## src/rtl/i2s_tx_multichannel.sv

```systemverilog
// Multichannel I2S / left-justified serial audio transmitter with a pending+active frame buffer.
// Every codec pin is derived from one free-running frame counter and registered once.
module i2s_tx_multichannel #(
   parameter int SAMPLE_W = 16,
   parameter int SLOT_W   = 16,
   parameter int CHANNELS = 2,
   parameter int MCLK_DIV = 4,
   parameter int BCK_DIV  = 32
) (
   input  logic                         clk,
   input  logic                         rst,
   input  logic                         fmt,
   input  logic [CHANNELS*SAMPLE_W-1:0] sample_in,
   input  logic                         sample_valid,
   output logic                         sample_ready,
   output logic                         underrun,
   output logic                         audio_appsel,
   output logic                         audio_sysclk,
   output logic                         audio_bck,
   output logic                         audio_ws,
   output logic                         audio_data
);
   localparam int FRAME_W = CHANNELS * SAMPLE_W;
   localparam int P       = CHANNELS * SLOT_W;
   localparam int F       = P * BCK_DIV;
   localparam int CW      = $clog2(F);
   localparam int KW      = $clog2(P);

   logic [CW-1:0]      cnt_reg, cnt_next;
   logic               fmt_reg, fmt_eff;
   logic [FRAME_W-1:0] pending_reg, pending_next;
   logic [FRAME_W-1:0] active_reg, active_next;
   logic               pending_full_reg, pending_full_next;
   logic               load, accept, underrun_next;
   logic [KW-1:0]      p_idx, k_idx;
   logic [P-1:0]       ser_vec;
   logic               sysclk_next, bck_next, ws_next, data_next;
   logic               sysclk_reg, bck_reg, ws_reg, data_reg, underrun_reg;

   // Frame flattened into transmit order: ser_vec[k] is the bit sent at bit index k.
   for (genvar gi = 0; gi < CHANNELS; gi++) begin : g_slot
      for (genvar gj = 0; gj < SLOT_W; gj++) begin : g_bit
         if (gj < SAMPLE_W) begin : g_data
            assign ser_vec[gi*SLOT_W + gj] = active_next[gi*SAMPLE_W + SAMPLE_W - 1 - gj];
         end else begin : g_pad
            assign ser_vec[gi*SLOT_W + gj] = 1'b0;
         end
      end
   end

   always_comb begin
      cnt_next = (cnt_reg == CW'(F - 1)) ? '0 : cnt_reg + CW'(1);
      // fmt only matters from the frame start onwards, so the live input is used at cnt==0.
      fmt_eff  = (cnt_reg == '0) ? fmt : fmt_reg;
      load     = fmt_eff ? (cnt_reg == '0) : (cnt_reg == CW'(BCK_DIV));
      accept   = sample_valid && !pending_full_reg;

      active_next       = active_reg;
      pending_next      = pending_reg;
      pending_full_next = pending_full_reg;
      underrun_next     = 1'b0;
      if (load) begin
         pending_full_next = 1'b0;
         if (pending_full_reg)
            active_next = pending_reg;
         else if (sample_valid)
            active_next = sample_in;
         else
            underrun_next = 1'b1;
      end else if (accept) begin
         pending_next      = sample_in;
         pending_full_next = 1'b1;
      end
   end

   always_comb begin
      p_idx = KW'(cnt_reg / CW'(BCK_DIV));
      // I2S delays data by one bit clock, so period 0 carries the last bit of the previous frame.
      if (fmt_eff)
         k_idx = p_idx;
      else
         k_idx = (p_idx == '0) ? KW'(P - 1) : p_idx - KW'(1);
      sysclk_next = (cnt_reg % CW'(MCLK_DIV)) >= CW'(MCLK_DIV / 2);
      bck_next    = (cnt_reg % CW'(BCK_DIV)) >= CW'(BCK_DIV / 2);
      ws_next     = p_idx >= KW'(P / 2);
      data_next   = ser_vec[k_idx];
   end

   always_ff @(posedge clk or negedge rst) begin
      if (!rst) begin
         cnt_reg          <= '0;
         fmt_reg          <= 1'b0;
         pending_reg      <= '0;
         active_reg       <= '0;
         pending_full_reg <= 1'b0;
         sysclk_reg       <= 1'b0;
         bck_reg          <= 1'b0;
         ws_reg           <= 1'b0;
         data_reg         <= 1'b0;
         underrun_reg     <= 1'b0;
      end else begin
         cnt_reg          <= cnt_next;
         fmt_reg          <= fmt_eff;
         pending_reg      <= pending_next;
         active_reg       <= active_next;
         pending_full_reg <= pending_full_next;
         sysclk_reg       <= sysclk_next;
         bck_reg          <= bck_next;
         ws_reg           <= ws_next;
         data_reg         <= data_next;
         underrun_reg     <= underrun_next;
      end
   end

   assign sample_ready = !pending_full_reg;
   assign underrun     = underrun_reg;
   assign audio_appsel = 1'b1;
   assign audio_sysclk = sysclk_reg;
   assign audio_bck    = bck_reg;
   assign audio_ws     = ws_reg;
   assign audio_data   = data_reg;
endmodule

```

## config.mk

```make
export PLATFORM = sky130hd
export DESIGN_NAME = i2s_tx_multichannel
export DESIGN_NICKNAME = d
export VERILOG_FILES = /design/src/rtl/i2s_tx_multichannel.sv
export SDC_FILE = /design/constraint.sdc
export NUM_CORES = 1
export LEC_CHECK = 0
export BUFFER_PORTS_ARGS = -buffer_cell sky130_fd_sc_hd__clkbuf_2
export CAP_MARGIN = 10
export CORE_ASPECT_RATIO = 2
export CORE_MARGIN = 8
export CORE_UTILIZATION = 45
export DETAILED_ROUTE_END_ITERATION = 7
export GPL_ROUTABILITY_DRIVEN = 0
export GPL_TIMING_DRIVEN = 0
export PLACE_DENSITY_LB_ADDON = 0.25
export SYNTH_ARGS = -nofsm -noshare
export SYNTH_HDL_FRONTEND = slang
export SYNTH_SLANG_ARGS = --single-unit
```

## constraint.sdc

```tcl
create_clock -name clk -period 2.8 [get_ports clk]
set_input_delay 0.28 -clock clk [delete_from_list [all_inputs] [get_ports clk]]
set_output_delay 0.28 -clock clk [all_outputs]
set_load 0.005 [all_outputs]
```

# == After elaboration in Yosys (flattened, before gate mapping) ==
# Cells that the tools add are included.
# W data, S select, Z words.
# classes
reduce_logical,6
n_addsub,2
n_eq_ne,2
n_mux,15
bitwise,1
n_lt_le_gt_ge,4
# ops
cell,count
$mux W32,3
$add A10 B1 Y10 const B,1
$eq A10 B10 Y1 const B,1
$eq A10 B6 Y1 const B,1
$ge A5 B5 Y1 const B,2
$logic_not A10 Y1,1
$mux W10,1
$mux W5,2
$mux W1,8
$lt A5 B6 Y1 const B,1
$bmux W1 S5,1
$logic_not A5 Y1,1
$sub A5 B1 Y5 const B,1
$ge A2 B2 Y1 const B,1
$reduce_and A2 Y1,1
$reduce_bool A2 Y1,1
$logic_and A1 B1 Y1,1
$logic_not A1 Y1,1
$not A1 Y1,1
# totals
regBits,81
out_inout_bits,7
wordCells,40

# == Longest topological paths before layout ==
# Gate-level depths: netlist (run 1).
# depth
ltp_word,6
depth_mapped,15
depth_no_buf,13

# == Worst setup path before layout (run 1) ==
# OpenSTA, ideal clock, no wires.
# synth_path
path_type,flip-flop to flip-flop
start,register cnt_reg[5]
end,register data_reg (netlist: audio_data)
stages_incl_launch_ff,13
t_arrival_ns,2.641
setup_ns,0.135
path_slack_ns,0.024
synth_period_minus_slack_ns,2.776
path_buffers,0
required_ns,2.665
path_cell_list,dfrtp_1 -> inv_1 -> ha_1 -> nor4b_1 -> nor3_1 -> a311oi_4 -> a31oi_1 -> a211oi_1 -> a311oi_1 -> a311oi_1 -> nor3b_1 -> o32ai_1 -> a211oi_1
# synth_between
elab_chain_cells,6
word_cells_on_any_way,11
classes_between,add/sub (1); eq/ne (1); mux (7); reduce/logical (2)
# synth_rtl
element,line_no,rtl
from (decl),29,"logic [CW-1:0] cnt_reg, cnt_next;"
from (signal assigned),102,cnt_reg <= cnt_next;
"parallel branches: the longest is 4 deep, another holds $sub A5 B1 Y5",n/a,
$bmux W1 S5 (*),86,data_next = ser_vec[k_idx];
$mux W1 (implied by the code) (*),86,
via data_next,37,"logic sysclk_next, bck_next, ws_next, data_next;"
to (signal assigned),110,data_reg <= data_next;
to (decl),38,"logic sysclk_reg, bck_reg, ws_reg, data_reg, underrun_reg;"
# Mark *: on every way through the listed nets, which the timed path passes. The select of a mux whose other input is x is not followed.
# A chain may end at the register's enable or synchronous reset.

# == Worst setup path in the final report (run 1) ==
# Ends and elaborated chain as after synthesis.

==> flow_summary.json, run 1 <==
{
  "status": "finished, violations left",
  "violations": "negative setup slack",
  "cts_buffer_depth": 2,
  "grt_pass1_wl_um": 19290,
  "r2r-start": "cnt_reg[5]$_DFF_PN0_",
  "cp.required_ns": 3.02,
  "finalCritPeriodShare": 1.043,
  "cts_root_buf": "clkbuf_16",
  "rsz0062_at_grt": "yes",
  "syn_nets": 435,
  "routed_wl_um": 11610,
  "critPathLaunchType": "flip-flop",
  "worst-endpoint-arrival_ns": 3.14,
  "ant_nets": 0,
  "maxSlewHeadroom": 0.6232,
  "rr_worst_depth": 13,
  "areaGrowthSynthToFinish_pct": 25.04,
  "fp.dieH_um": 153.2,
  "grt_util_all_layers": 0.1878,
  "r2r_slack_ns": -0.12,
  "async_flop_share": 1.000,
  "core-area_um2": 9259,
  "ys_types": 62,
  "overflow": 0,
  "finClkSkew_ns": 0.008990,
  "grt_max_degree": 65,
  "antenna_found_initial": 0,
  "cts_buffers": 9,
  "final_nets": 515,
  "rows": 50,
  "dieArea_um2": 12950,
  "synth_warnings": 0,
  "crit_chain": "inv_4, ha_1, nor4b_4, nor3_2, a311oi_4, buf_4, buf_6, mux2i_1, mux2i_1, mux2i_2, a22oi_2, nor3_2, a211oi_2",
  "leakage_nw": 2.318,
  "route.detailed.drc": 0,
  "netlist_area_um2": 4233,
  "drtIter0Drc": 233,
  "crit_path_end": "audio_data$_DFF_PN0_",
  "yosys.cell_count.top_type": "dfrtp_1",
  "ys.flop_type": "dfrtp_1",
  "ys_seq_area_frac": 0.4789,
  "slowest_delay_ns": 0.47,
  "netlist_instances": 393,
  "start_util": 0.4572,
  "vias": 3493,
  "ios": 43,
  "vias_per_cell": 6.002,
  "die_w_um": 84.58,
  "clock-sinks": 81,
  "clk-insertion-delay-late_ns": 0.35,
  "synth_top_area_cell": "dfrtp_1",
  "clk_pin_slew_ns": 0.07,
  "htree_levels": 3,
  "synth_area_leaders": "dfrtp_1 48%, mux2_2 8.8%, a221o_1 5.0%",
  "finalSetupViolations": 1,
  "drive_above_1_share": 0.3766,
  "yosysTopAreaCellShare": 0.4789,
  "dpl.hpwl_um": 7892,
  "timing.rr.end": "audio_data$_DFF_PN0_",
  "synth_edf_count": 0,
  "fin_ws_ns": -0.1210,
  "cts_tree": "done",
  "drt-pass1-iter-count": 4,
  "totalPowerFinal_mw": 2.995,
  "worst_setup_path_end_kind": "flip-flop",
  "critPathKind": "reg -> reg",
  "num_antenna_cells": 0,
  "wire_per_inst_um": 19.95,
  "hold_class": "in -> reg",
  "tightest_slew_ns": 0.5652,
  "port_buffers": 40,
  "synth_area_per_cell_um2": 10.77,
  "fmax_mhz": 342.3,
  "synthTopCellsByCount": "81 x dfrtp_1, 53 x nand2_1, 33 x mux2_2, 22 x nor2_1, 21 x a221o_1",
  "utilization": 0.5716,
  "startpoint": "cnt_reg[5]$_DFF_PN0_",
  "cpLargestDelayFamily": "simple AND/OR/NAND/NOR gates",
  "cp.buffers_inverters": 3,
  "slowest_stage": "dfrtp_2",
  "powerDensity_nw_per_um2": 565.9,
  "max-vdd-ir-drop_mv": 0.3965,
  "cp.depth": 13,
  "cap_violations": 0,
  "grt_pass1_vias": 3892,
  "slew_viol_final": 0,
  "post-route-min-period_ns": 2.921,
  "hold_viol_final": 0,
  "path_max_fanout": 5,
  "synth_seq_cells": 81
}
-- power breakdown --
| part | internal [mW] | switching [mW] |
|---|---|---|
| combinational | 0.215 | 0.172 |
| clock | 0.631 | 0.554 |
| sequential | 1.33 | 0.0889 |
| total | 2.18 | 0.815 |
-- cell families after synthesis --
group / Yosys count / share of synthesized area
multiplexers: 43 / 0.1135
adder cells (fa/ha/maj): 6 / 0.01774
other: 1 / 0.0008859
AO/OA/AOI/OAI: 96 / 0.1886
flip-flops: 81 / 0.4789
XOR/XNOR: 7 / 0.01448
buffers and inverters: 38 / 0.04552
AND/OR/NAND/NOR: 121 / 0.1404
-- layout make-up --
class	count	area, um^2
timing repair buffer	69	471.7
fill	809	3966
clock buffer	9	225.2
tap	104	130.1
sequential	81	2032
clock inverter	7	68.82
multi-input combinational	274	2123
inverter	8	32.53
buffer	30	209.0
-- through the flow --
stage	setup WS, ns	setup TNS, ns	hold slack, ns	instances	area, um^2
CTS	-0.09637	-0.09637	0.1741	582	5273
global placement	-0.6587	-4.967	0.4889	537	4563
finish	-0.1210	-0.1210	0.1737	582	5293
detailed placement	-0.6949	-6.248	0.2081	538	4593
floorplan	0.02356	0	-0.01559	393	4233
global route	-0.2924	-0.2924	0.1734	582	5293
-- layout by cell type, fill, tap and decap left out, types with 4 or more instances in the layout --
| master | instances |
|---|---|
| a21oi_1 | 4 |
| a221o_1 | 21 |
| a22oi_1 | 5 |
| a32o_1 | 5 |
| buf_2 | 5 |
| buf_4 | 28 |
| buf_6 | 8 |
| clkbuf_1 | 6 |
| clkbuf_16 | 9 |
| clkbuf_2 | 45 |
| dfrtp_1 | 77 |
| dfrtp_2 | 4 |
| ha_1 | 6 |
| inv_1 | 4 |
| mux2_2 | 33 |
| mux2i_1 | 7 |
| nand2_1 | 53 |
| nand3_1 | 7 |
| nor2_1 | 21 |
| nor3_1 | 5 |
| o21ai_0 | 5 |
| o21ai_1 | 4 |
| o31ai_1 | 20 |
| or2_2 | 4 |
| xor2_1 | 4 |
-- how the worst min path moves through the flow --
| stage | cells past startpoint | slack [ns] | endpoint | startpoint |
|---|---|---|---|---|
| finish | 2 | 0.17 | pending_reg[13]$_DFFE_PN0P_ | sample_in[13] |
| global route | 2 | 0.17 | pending_reg[13]$_DFFE_PN0P_ | sample_in[13] |
| CTS | 2 | 0.17 | pending_reg[13]$_DFFE_PN0P_ | sample_in[13] |
| detailed placement | 1 | 0.21 | pending_reg[17]$_DFFE_PN0P_ | rst |
| global placement | 1 | 0.49 | pending_reg[30]$_DFFE_PN0P_ | pending_reg[30]$_DFFE_PN0P_ |
| floorplan | 0 | -0.02 | active_reg[0]$_DFF_PN0_ | rst |
-- repair_timing --
item / in CTS / in global routing
pin swaps: 26 / 1
setup buffers: 25 / 0
hold buffers: 1 / 0
endpoints found under the hold margin: 17 / 0
cloned: 2 / 0
endpoints found under the setup margin: 31 / 31
resized for setup: 47 / 8
-- layer usage --
metal,up-vias,track usage,part of all wire
li1,1634,-,-
met1,1749,0.1911,0.37
met2,86,0.3438,0.55
met3,24,0.03652,0.043
met4,0,0.1062,0.040
met5,-,0,0
Power figures use the tool's default switching activity.
==> inputs of run 2 (changes only) <==
GPL_TIMING_DRIVEN = default   (was 0)
PLACE_DENSITY = 0.66   (was default)
PLACE_DENSITY_LB_ADDON = default   (was 0.25)
==> flow_summary.json, run 2 (synthesis results as in run 1) <==
{
  "worst-endpoint-arrival_ns": 3.02,
  "route.detailed.drc": 0,
  "totalPowerFinal_mw": 3.009,
  "status": "finished, violations left",
  "core-area_um2": 9259,
  "slew_viol_final": 0,
  "maxSlewHeadroom": 0.3089,
  "die_w_um": 84.58,
  "final_common_cell": "dfrtp_1",
  "num_antenna_cells": 0,
  "grt_max_degree": 82,
  "finClkSkew_ns": 0.008641,
  "grt_util_all_layers": 0.1835,
  "cts_root_buf": "clkbuf_16",
  "utilization": 0.5799,
  "clk-insertion-delay-late_ns": 0.34,
  "finalCritPeriodShare": 1.005,
  "clk_pin_slew_ns": 0.07,
  "overflow": 0,
  "leakage_nw": 2.349,
  "ios": 43,
  "wire_per_inst_um": 19.69,
  "fp.dieH_um": 153.2,
  "powerDensity_nw_per_um2": 560.4,
  "n_fill_cell": 780,
  "dieArea_um2": 12950,
  "finalSetupViolations": 1,
  "drt-pass1-iter-count": 5,
  "antenna_found_initial": 0,
  "r2r-start": "cnt_reg[9]$_DFF_PN0_",
  "rows": 50,
  "hold_class": "in -> async",
  "drive_above_1_share": 0.3833,
  "setup_tns_ns": -0.01263,
  "htree_levels": 3,
  "areaGrowthSynthToFinish_pct": 26.84,
  "cp.required_ns": 3.01,
  "critPathLaunchType": "flip-flop",
  "vias_per_cell": 6.012,
  "port_buffers": 41,
  "cts_buffer_depth": 2,
  "post-route-min-period_ns": 2.813,
  "fin_ws_ns": -0.01263,
  "max-vdd-ir-drop_mv": 0.2768,
  "rsz0062_at_grt": "yes",
  "drtIter0Drc": 266,
  "dpl.hpwl_um": 8231,
  "clock-sinks": 81,
  "path_max_fanout": 9,
  "tightest_slew_ns": 1.037,
  "final_cell_mix": "80 x dfrtp_1, 53 x nand2_1, 51 x buf_4, 40 x clkbuf_2, 33 x mux2_2",
  "multi_input_area_um2": 2151,
  "place_area_um2": 4856,
  "cap_violations": 0,
  "cts_buffers": 9,
  "final_cell_area_um2": 5369,
  "violations": "negative setup slack",
  "grt_pass1_wl_um": 18820,
  "critPathKind": "reg -> reg",
  "startpoint": "cnt_reg[9]$_DFF_PN0_",
  "ant_nets": 0,
  "worst_setup_path_end_kind": "flip-flop",
  "routed_wl_um": 11500,
  "final_nets": 517,
  "crit_path_end": "audio_data$_DFF_PN0_",
  "postCtsHoldBufs": 0,
  "hold_viol_final": 0,
  "grt_pass1_vias": 3749,
  "timing.rr.end": "audio_data$_DFF_PN0_",
  "seq_area_um2": 2028,
  "vias": 3511,
  "cts_tree": "done",
  "r2r_slack_ns": -0.01,
  "rr_worst_depth": 12,
  "start_util": 0.4572,
  "fmax_mhz": 355.5
}
run 2: cell types whose count changed in the layout (fill, tap and decap cells not counted), moves of 4 or more:
cell and delta:
buf_4 +23, buf_2 -5, clkbuf_1 -5, clkbuf_2 -5
buf_12 +4, buf_6 -4
run 2: through the flow:
stage | hold WS [ns] | setup WS (ns) | cells
after floorplan | -0.01559 | 0.02356 | 393
after detailed placement | 0.5009 | -0.1254 | 560
final | 0.1083 | -0.01263 | 584
after CTS | 0.1608 | 0.009122 | 581
after global routing | 0.1812 | -0.1811 | 584
after global placement | 0.4932 | -0.05715 | 560
run 2: where the power goes:
| group | internal (mW) | switching [mW] | leakage, nW |
|---|---|---|---|
| combinational | 0.215 | 0.186 | 1.23 |
| sequential | 1.34 | 0.0935 | 0.984 |
| clock | 0.694 | 0.485 | 0.139 |
run 2: layout make-up:
type / count / share of cell area
well taps: 104 / 0.02424
flip-flops and latches: 81 / 0.3778
inverters: 8 / 0.005593
clock buffers: 10 / 0.04265
clock inverters: 6 / 0.01258
multi-input cells: 275 / 0.4006
repair buffers: 100 / 0.1366
run 2: worst min-delay path by stage:
stage	start	endpoint	slack (ns)	depth (start not counted)
6_report	rst	pending_reg[13]$_DFFE_PN0P_	0.11	1
3_5_place_dp	pending_reg[1]$_DFFE_PN0P_	pending_reg[1]$_DFFE_PN0P_	0.50	1
2_1_floorplan	rst	active_reg[0]$_DFF_PN0_	-0.02	0
5_1_grt	sample_in[8]	pending_reg[8]$_DFFE_PN0P_	0.18	2
4_1_cts	rst	pending_reg[13]$_DFFE_PN0P_	0.16	1
3_3_place_gp	pending_reg[25]$_DFFE_PN0P_	pending_reg[25]$_DFFE_PN0P_	0.49	1
run 2: critical path, stage by stage (launching register included):
cell and delay (ns):
dfrtp_2 0.44, nor4_4 0.39, buf_4 0.21, nand2_8 0.09, clkbuf_16 0.17, o32ai_1 0.34, a211oi_2 0.16, nand2_1 0.08
a21oi_1 0.08, nor4b_2 0.26, nor3b_2 0.09, o32ai_1 0.27, a211oi_1 0.11
run 2: layer usage:
metal  track usage  wire [um]  up-vias
met1        0.1902       4193     1740
met2        0.3317       6289      110
met5             0          0        -
met4        0.1019        474        0
met3       0.03706        540       35
li1              -          -     1626
run 2: repair_timing:
item                                    in CTS  in global routing
resized for setup                           17                 19
gates cloned                                 1                  1
endpoints found under the setup margin       1                  1
buffers inserted                             4                  2
pin swaps                                    8                 11
